**config.mk**
```make
export PLATFORM = sky130hd
export DESIGN_NAME = clock_enable_gen_flat
export DESIGN_NICKNAME = d
export VERILOG_FILES = /design/src/rtl/clock_enable_gen_if.sv /design/src/rtl/clock_enable_gen.sv /design/src/flat_wrapper.sv
export SDC_FILE = /design/constraint.sdc
export NUM_CORES = 1
export LEC_CHECK = 0
export CAP_MARGIN = 20
export CORE_MARGIN = 2
export CORE_UTILIZATION = 40
export CTS_CLUSTER_DIAMETER = 150
export DETAILED_ROUTE_END_ITERATION = 6
export GPL_TIMING_DRIVEN = 0
export HOLD_SLACK_MARGIN = 0.06
export PLACE_DENSITY = 0.69
export SYNTH_ARGS = -nofsm -noshare
export SYNTH_HDL_FRONTEND = slang
export SYNTH_SLANG_ARGS = --single-unit
```
**constraint.sdc**
```tcl
create_clock -name clock -period 6.5 [get_ports clock]
set_input_delay 1.3 -clock clock [delete_from_list [all_inputs] [get_ports clock]]
set_output_delay 1.3 -clock clock [all_outputs]
set_load 0.02 [all_outputs]
```
**src/rtl/clock_enable_gen_if.sv**
```systemverilog
// Configuration, debug-control and enable-output bundle for clock_enable_gen.
// The master side programs divisors and drives ch0 debug; the slave side is the generator.
interface clock_enable_gen_if #(
  parameter int NUM_CH = 4,
  parameter int CNT_W  = 16
);
  logic                    cfg_we;
  logic [2:0]              cfg_ch;
  logic [CNT_W-1:0]        cfg_div;
  logic [1:0]              mode;
  logic                    step_req;
  logic [NUM_CH-1:0]       ce;
  logic [NUM_CH-1:0]       tick;
  logic                    step_busy;
  logic [NUM_CH*CNT_W-1:0] div_rd;

  modport master (
    output cfg_we, cfg_ch, cfg_div, mode, step_req,
    input  ce, tick, step_busy, div_rd
  );

  modport slave (
    input  cfg_we, cfg_ch, cfg_div, mode, step_req,
    output ce, tick, step_busy, div_rd
  );
endinterface

```
**src/rtl/clock_enable_gen.sv**
```systemverilog
// Multi-channel programmable clock-enable generator with glitch-free divisor reload
// and HALT / single-STEP debug control on channel 0.
module clock_enable_gen #(
  parameter int                      NUM_CH   = 4,
  parameter int                      CNT_W    = 16,
  parameter logic [NUM_CH*CNT_W-1:0] DIV_INIT = {NUM_CH{CNT_W'(1)}}
) (
  input  logic              clock,
  input  logic              reset,
  clock_enable_gen_if.slave bus
);

  typedef enum logic [1:0] {
    ST_RUN  = 2'd0,
    ST_HALT = 2'd1,
    ST_STEP = 2'd2
  } state_e;

  logic [CNT_W-1:0]  cnt_q     [NUM_CH];
  logic [CNT_W-1:0]  div_act_q [NUM_CH];
  logic [CNT_W-1:0]  div_shd_q [NUM_CH];
  logic [NUM_CH-1:0] pend_q;
  logic [NUM_CH-1:0] ce_q;
  logic [NUM_CH-1:0] tick_q;
  state_e            state_q;
  logic              busy_q;

  logic [CNT_W-1:0]  d_eff  [NUM_CH];
  logic [NUM_CH-1:0] run_en;
  logic [NUM_CH-1:0] wrap;
  logic [NUM_CH-1:0] we_hit;
  logic              halt_mode;

  // Both HALT (01) and STEP-arm (10) request a stopped ch0; 00 and 11 mean run.
  assign halt_mode = (bus.mode == 2'b01) || (bus.mode == 2'b10);

  // Per-channel effective divisor, wrap detection and write decode.
  always_comb begin
    for (int i = 0; i < NUM_CH; i++) begin
      d_eff[i]  = (div_act_q[i] == '0) ? CNT_W'(1) : div_act_q[i];
      run_en[i] = (i == 0) ? (state_q != ST_HALT) : 1'b1;
      wrap[i]   = run_en[i] && (cnt_q[i] == (d_eff[i] - CNT_W'(1)));
      we_hit[i] = bus.cfg_we && (bus.cfg_ch == 3'(i));
    end
  end

  // Counters, divisor shadow/active registers, outputs and the ch0 debug FSM.
  always_ff @(posedge clock) begin
    if (reset) begin
      for (int i = 0; i < NUM_CH; i++) begin
        cnt_q[i]     <= '0;
        div_act_q[i] <= DIV_INIT[i*CNT_W +: CNT_W];
        div_shd_q[i] <= DIV_INIT[i*CNT_W +: CNT_W];
      end
      pend_q  <= '0;
      ce_q    <= '0;
      tick_q  <= '0;
      state_q <= ST_RUN;
      busy_q  <= 1'b0;
    end else begin
      for (int i = 0; i < NUM_CH; i++) begin
        if (we_hit[i]) begin
          div_shd_q[i] <= bus.cfg_div;
        end
        if (wrap[i]) begin
          cnt_q[i]  <= '0;
          ce_q[i]   <= 1'b1;
          tick_q[i] <= ~tick_q[i];
          pend_q[i] <= 1'b0;
          // A write landing on the wrap cycle is forwarded straight into the next period.
          if (we_hit[i]) begin
            div_act_q[i] <= bus.cfg_div;
          end else if (pend_q[i]) begin
            div_act_q[i] <= div_shd_q[i];
          end
        end else begin
          ce_q[i] <= 1'b0;
          if (run_en[i]) begin
            cnt_q[i] <= cnt_q[i] + CNT_W'(1);
          end
          if (we_hit[i]) begin
            pend_q[i] <= 1'b1;
          end
        end
      end

      case (state_q)
        ST_RUN: begin
          if (wrap[0] && halt_mode) begin
            state_q <= ST_HALT;
          end
        end
        ST_HALT: begin
          if (!halt_mode) begin
            state_q <= ST_RUN;
          end else if (bus.step_req) begin
            state_q <= ST_STEP;
            busy_q  <= 1'b1;
          end
        end
        ST_STEP: begin
          if (wrap[0]) begin
            state_q <= halt_mode ? ST_HALT : ST_RUN;
            busy_q  <= 1'b0;
          end
        end
        default: begin
          state_q <= ST_RUN;
          busy_q  <= 1'b0;
        end
      endcase
    end
  end

  assign bus.ce        = ce_q;
  assign bus.tick      = tick_q;
  assign bus.step_busy = busy_q;

  for (genvar g = 0; g < NUM_CH; g++) begin : g_rd
    assign bus.div_rd[g*CNT_W +: CNT_W] = div_act_q[g];
  end

endmodule

```
**src/flat_wrapper.sv**
```systemverilog
// flat-port wrapper written by rule: the top's interface ports become plain ports
module clock_enable_gen_flat 
#(
  parameter int                      NUM_CH   = 4,
  parameter int                      CNT_W    = 16,
  parameter logic [NUM_CH*CNT_W-1:0] DIV_INIT = {NUM_CH{CNT_W'(1)}}
)
  (clock, reset, bus_cfg_we, bus_cfg_ch, bus_cfg_div, bus_mode, bus_step_req, bus_ce, bus_tick, bus_step_busy, bus_div_rd);
  clock_enable_gen_if #(.NUM_CH(NUM_CH), .CNT_W(CNT_W)) bus_i ();
  input  logic clock;
  input  logic reset;
  input wire logic [$bits(bus_i.cfg_we)-1:0] bus_cfg_we;
  input wire logic [$bits(bus_i.cfg_ch)-1:0] bus_cfg_ch;
  input wire logic [$bits(bus_i.cfg_div)-1:0] bus_cfg_div;
  input wire logic [$bits(bus_i.mode)-1:0] bus_mode;
  input wire logic [$bits(bus_i.step_req)-1:0] bus_step_req;
  output wire logic [$bits(bus_i.ce)-1:0] bus_ce;
  output wire logic [$bits(bus_i.tick)-1:0] bus_tick;
  output wire logic [$bits(bus_i.step_busy)-1:0] bus_step_busy;
  output wire logic [$bits(bus_i.div_rd)-1:0] bus_div_rd;
  assign bus_i.cfg_we = bus_cfg_we;
  assign bus_i.cfg_ch = bus_cfg_ch;
  assign bus_i.cfg_div = bus_cfg_div;
  assign bus_i.mode = bus_mode;
  assign bus_i.step_req = bus_step_req;
  assign bus_ce = bus_i.ce;
  assign bus_tick = bus_i.tick;
  assign bus_step_busy = bus_i.step_busy;
  assign bus_div_rd = bus_i.div_rd;
  clock_enable_gen #(.NUM_CH(NUM_CH), .CNT_W(CNT_W), .DIV_INIT(DIV_INIT)) u_core (.clock(clock), .reset(reset), .bus(bus_i));
endmodule
```
* After elaboration in Yosys (flattened, before gate mapping)
Memory sizes are Yosys's and may differ from the RTL's. Cells that the tools add are included.
Storage, ports and cells: output and inout bits 73, word-level logic and storage cells 188, bits in writable memories 192, bits of input ports 25, flip-flop bits (word level) 15, memories 3
Memory list:
- u_core.cnt_q | depth 4, bits a word 16, rd ports 4, clocked after memory_dff 0, wr ports 4, RTL line clock_enable_gen.sv:19 | logic [CNT_W-1:0] cnt_q [NUM_CH];
- u_core.div_act_q | depth 4, bits a word 16, rd ports 4, clocked after memory_dff 0, wr ports 4, RTL line clock_enable_gen.sv:20 | logic [CNT_W-1:0] div_act_q [NUM_CH];
- u_core.div_shd_q | depth 4, bits a word 16, rd ports 4, clocked after memory_dff 0, wr ports 4, RTL line clock_enable_gen.sv:21 | logic [CNT_W-1:0] div_shd_q [NUM_CH];
Cells by class: muxes and demuxes 105, reduce and logical (&&, ||, !) cells 19, bitwise logic cells 25, add/subtract/negate cells 8, eq/ne operators 17
Operators by type and width (number):
- 2-to-1 mux 16 bit | 24
- 2-to-1 mux 1 bit | 75
- adder 16 x 1 -> 16 bit (second input constant) | 4
- equality test 16 bit | 4
- zero test 16 bit | 4
- subtractor 16 x 1 -> 16 bit (second input constant) | 4
- OR 1 bit | 20
- 2-to-1 mux 2 bit | 4
- != test 2 x 1 -> 1 bit (second input constant) | 4
- OR reduction 2 bit | 4
- equality test 3 x 2 -> 1 bit (second input constant) | 2
- logical AND 1 bit | 6
- one-hot mux 2 bit (3 select lines) | 1
- NOT 1 bit | 5
- equality test 2 x 1 -> 1 bit (second input constant) | 2
- equality test 2 bit (second input constant) | 2
- AND reduction 4 bit | 1
- equality test 3 x 1 -> 1 bit (second input constant) | 1
- zero test 3 bit | 1
- != test 3 bit (second input constant) | 1
- one-hot mux 1 bit (3 select lines) | 1
- AND reduction 3 bit | 1
- zero test 2 bit | 1
- != test 2 bit (second input constant) | 1
- logical OR 1 bit | 1

* Depth between registers and ports, before layout
An unclocked memory read counts as a cell.
depth after elaboration 11, gate-level depth with buffers 16, mapped depth without buffers 12

* Worst setup path before layout
Ideal clock, no wire load.
path type reg-to-reg, from mem u_core.div_act_q[2][7], to mem u_core.div_act_q[2][0] (enable), data arrival time 4537 ps, required time 6089 ps, cell stages (with the launch flop) 13, slack 1552 ps, period minus slack after synthesis 4948 ps, setup time 411 ps, cells stage by stage edfxtp_1 -> or4_4 -> nor3_1 -> a41oi_1 -> ha_1 -> nor4b_1 -> a2111oi_0 -> a2111oi_0 -> nand2_1 -> nand4_1 -> or4_1 -> buf_6 -> o21ai_0
RTL lines (RTL line):
- start, declared | clock_enable_gen.sv:20

==> metrics.csv <==
stage,metric,value,unit
worst_setup_path,critical_path_buf_inv_count,3,
pwr,seqPwrFrac,0.506,
clocking,clock_path_buffers,3,
worst_setup_path,crit_type,reg -> reg,
worst_setup_path,crit_fanout,11,
timing,fmax,0.198,GHz
pwr,swShare,0.234,
worst_setup_path,required,6.71,ns
clocking,postCtsSetupRepairBufs,0,
floorplan,die_h,175,um
global_routing,antenna_found_initial,0,
clocking,h-tree-depth,1,
global_routing,grt_pass1_vias,9251,
worst_setup_path,crit_family,simple AND/OR/NAND/NOR gates,
timing,hold_viol,0,
timing,period_needed,5.04,ns
route,first_iter_violations,742,
floorplan,die_width,175,um
logic_synthesis,synthCells,1126,
global_routing,overflow,0,
timing,fin_skew,0.00787,ns
worst_setup_path,max_stage_delay,0.62,ns
place,port_buffers,97,
route,vias,9392,
floorplan,io_pins,98,
pwr,p_leak,4.94,nW
clocking,ctsResizeCount,0,
timing,slew_headroom,0.399,
logic_synthesis,yosys_register_bits,207,
pwr,pwr-share-comb,0.090,
worst_hold_path,min_path_type,reg -> reg,
route,drc,0,
route,avgViaCountPerCell,5.53,
worst_setup_path,critical_path.startpoint_type,flop,
clocking,hold_buffers,0,
timing,tns,0,ns
route,wl,30100,um
pwr,p_per_area,223,nW/um^2
logic_synthesis,netlist.area_leader.share,0.495,
layout,layout-area-overhead-vs-synth,20.5,%
timing,maxSlewViolCount,0,
floorplan,rows,62,
status,status,completed,
logic_synthesis,ys_top_cells_by_area,"edfxtp_1 (49%), and3_1 (5.2%), xnor2_1 (5.0%), xor2_1 (4.9%), nor2_1 (3.4%)",
timing,hold_ws,0.468,ns
place,gp_congestion,0.879,
route,drtAntennaViolNets,0,
logic_synthesis,synth_flop_cell,edfxtp_1,
worst_setup_path,arrival,5.25,ns
logic_synthesis,synthArstFlopShare,0,
layout,num_antenna_cells,0,
timing,worst_pin_slew,0.894,ns
floorplan,core_region_area,28700,um^2
layout,fin_nets,1330,
timing,finalSetupViolCount,0,
worst_setup_path,end_kind,flop,
logic_synthesis,ys_warn_count,0,
global_routing,grt_pass1_wl,48300,um
pwr,switching_power,0.000734,W
run,drv_cap,0,
global_routing,grt_usage,0.194,
clocking,cts_sinks,207,
logic_synthesis,yosysTopAreaCell,edfxtp_1,
timing,rsz0062_at_grt,no,
floorplan,start_util,0.406,
route,first_pass_iters,5,
worst_setup_path,critPathSlowestCell,or4_1,
floorplan,dieArea,30500,um^2
logic_synthesis,yosysSeqAreaShare,0.520,
place,dpl.hpwl,22000,um
clocking,clockRootBuffer,clkbuf_16,
worst_setup_path,cp_cell_sequence,"nor3_1, nand3_1, nor2_1, nor2_1, ha_1, buf_1, nor2b_1, or3_1, a31oi_1, nand4_1, or4_1, or3_1, buf_2, a21oi_1, buf_6",
logic_synthesis,synth_edf_count,192,
pwr,internal_power,0.00240,W
logic_synthesis,netlist_area,11700,um^2
global_routing,grt_max_degree,18,
logic_synthesis,synth_cell_type_count,66,
timing,period_share,0.776,
layout,drive_gt1_frac,0.0518,
clocking,numCtsBuffers,22,
pwr,pwr-share-clk,0.405,
pwr,ir_worst_vdd,137,uV
clocking,cts_tree,built,
clocking,clkTransAtPathRegs,0.06,ns
route,wl_per_cell,17.7,um
logic_synthesis,avgSynthCellArea,10.4,um^2
clocking,clk_latency,0.50,ns
==> layout make-up <==
cell class,count,area [um^2]
fillers,2648,14700
plain buffers,61,254
multi-input cells,885,5440
well taps,384,480
repair buffers,100,1000
inverters,20,75.1
clock inverters,6,78.8
flip-flops and latches,207,6070
clock buffers,34,647
==> metrics by stage <==
step / power [W] / instances / worst slack [ns] / util / area [um^2]
global route: 0.00324 / 1697 / 1.14 / 0.489 / 14000
finish: 0.00313 / 1697 / 1.46 / 0.489 / 14000
CTS: 0.00315 / 1697 / 1.53 / 0.489 / 14000
floorplan: 0.00176 / 1173 / 1.55 / - / 11800
detailed placement: 0.00189 / 1657 / 1.54 / 0.464 / 13300
global placement: 0.00188 / 1654 / 0.899 / 0.463 / 13300
==> synth_stat cells, types with 4 or more instances <==
library cell    n
nor2_1        106
nand4_1        27
and3_1         96
o211ai_1        5
nor3b_1         6
nor4b_1         4
nand2b_1       10
clkbuf_1       50
nor2b_1        10
buf_2           5
or4_1          11
dfxtp_1        15
ha_1            8
xnor2_1        66
nand3_1        63
a211oi_1        4
a31oi_1         6
edfxtp_1      192
a21oi_2         9
mux2i_1         7
buf_1           4
a21oi_1        43
inv_1          19
nand2_1        53
nor3_1         75
nand3b_1       23
o21ai_0        33
o31ai_1         6
or2_2           6
and4_1          8
or3_1          15
xor2_1         65
nor4_1         21
==> power by group through the flow <==
| stage | clock network (W) | logic, W | registers [W] |
|---|---|---|---|
| global route | 0.00134 | 0.000308 | 0.00159 |
| global placement | 0 | 0.000270 | 0.00161 |
| floorplan | 0 | 0.000159 | 0.00161 |
| detailed placement | 0 | 0.000277 | 0.00161 |
| CTS | 0.00129 | 0.000279 | 0.00158 |
| finish | 0.00127 | 0.000281 | 0.00158 |
==> final timing paths <==
check	start	end	slack, ns	cells past startpoint
min	u_core.bus.tick[2]	u_core.bus.tick[2]	0.47	1
max	u_core.div_act_q[3][7]	u_core.div_act_q[3][5]	1.46	15
max reg2reg	u_core.div_act_q[3][7]	u_core.div_act_q[3][5]	1.46	15
min reg2reg	u_core.bus.tick[2]	u_core.bus.tick[2]	0.47	1
==> layout by cell type, fill, tap and decap left out, types with 4 or more instances in the layout <==
master           netlist  final
edfxtp_1             192    192
nor2_1               106    106
clkdlybuf4s50_1        0     97
and3_1                96     96
nor3_1                75     75
xnor2_1               66     66
xor2_1                65     65
nand3_1               63     63
clkbuf_1              50     58
nand2_1               53     53
conb_1                 1     48
a21oi_1               43     43
o21ai_0               33     31
nand4_1               27     27
nand3b_1              23     23
clkbuf_16              0     23
nor4_1                21     21
inv_1                 19     19
or3_1                 15     15
dfxtp_1               15     15
or4_1                 11     11
nor2b_1               10     10
nand2b_1              10     10
a21oi_2                9      9
and4_1                 8      8
ha_1                   8      8
mux2i_1                7      7
a31oi_1                6      6
nor3b_1                6      6
or2_2                  6      6
o31ai_1                6      6
buf_2                  5      5
o211ai_1               5      5
buf_1                  4      4
nor4b_1                4      4
a211oi_1               4      4
buf_6                  1      4
==> layer usage <==
layer  track usage  share of wire
met5             0              0
met4        0.0597          0.024
met3        0.0318          0.061
met2         0.323           0.48
met1         0.261           0.44
==> logic make-up after synthesis <==
logic type	synth area share
and+or+nand+nor	0.256
muxes	0.00794
buffers and inverters	0.0282
DFF	0.520
xor gates and xnor gates	0.0984
adders and majority gates	0.00859
other	0.000322
AOI/OAI and AO/OA	0.0802
==> flip-flops by register name, indices dropped and copies added (netlist names) <==
name	count
u_core.cnt_q	64
u_core.div_act_q	64
u_core.div_shd_q	64
u_core.bus.ce	4
u_core.bus.tick	4
u_core.pend_q	4
u_core.state_q	2
u_core.bus.step_busy	1
Power figures use the tool's default switching activity.
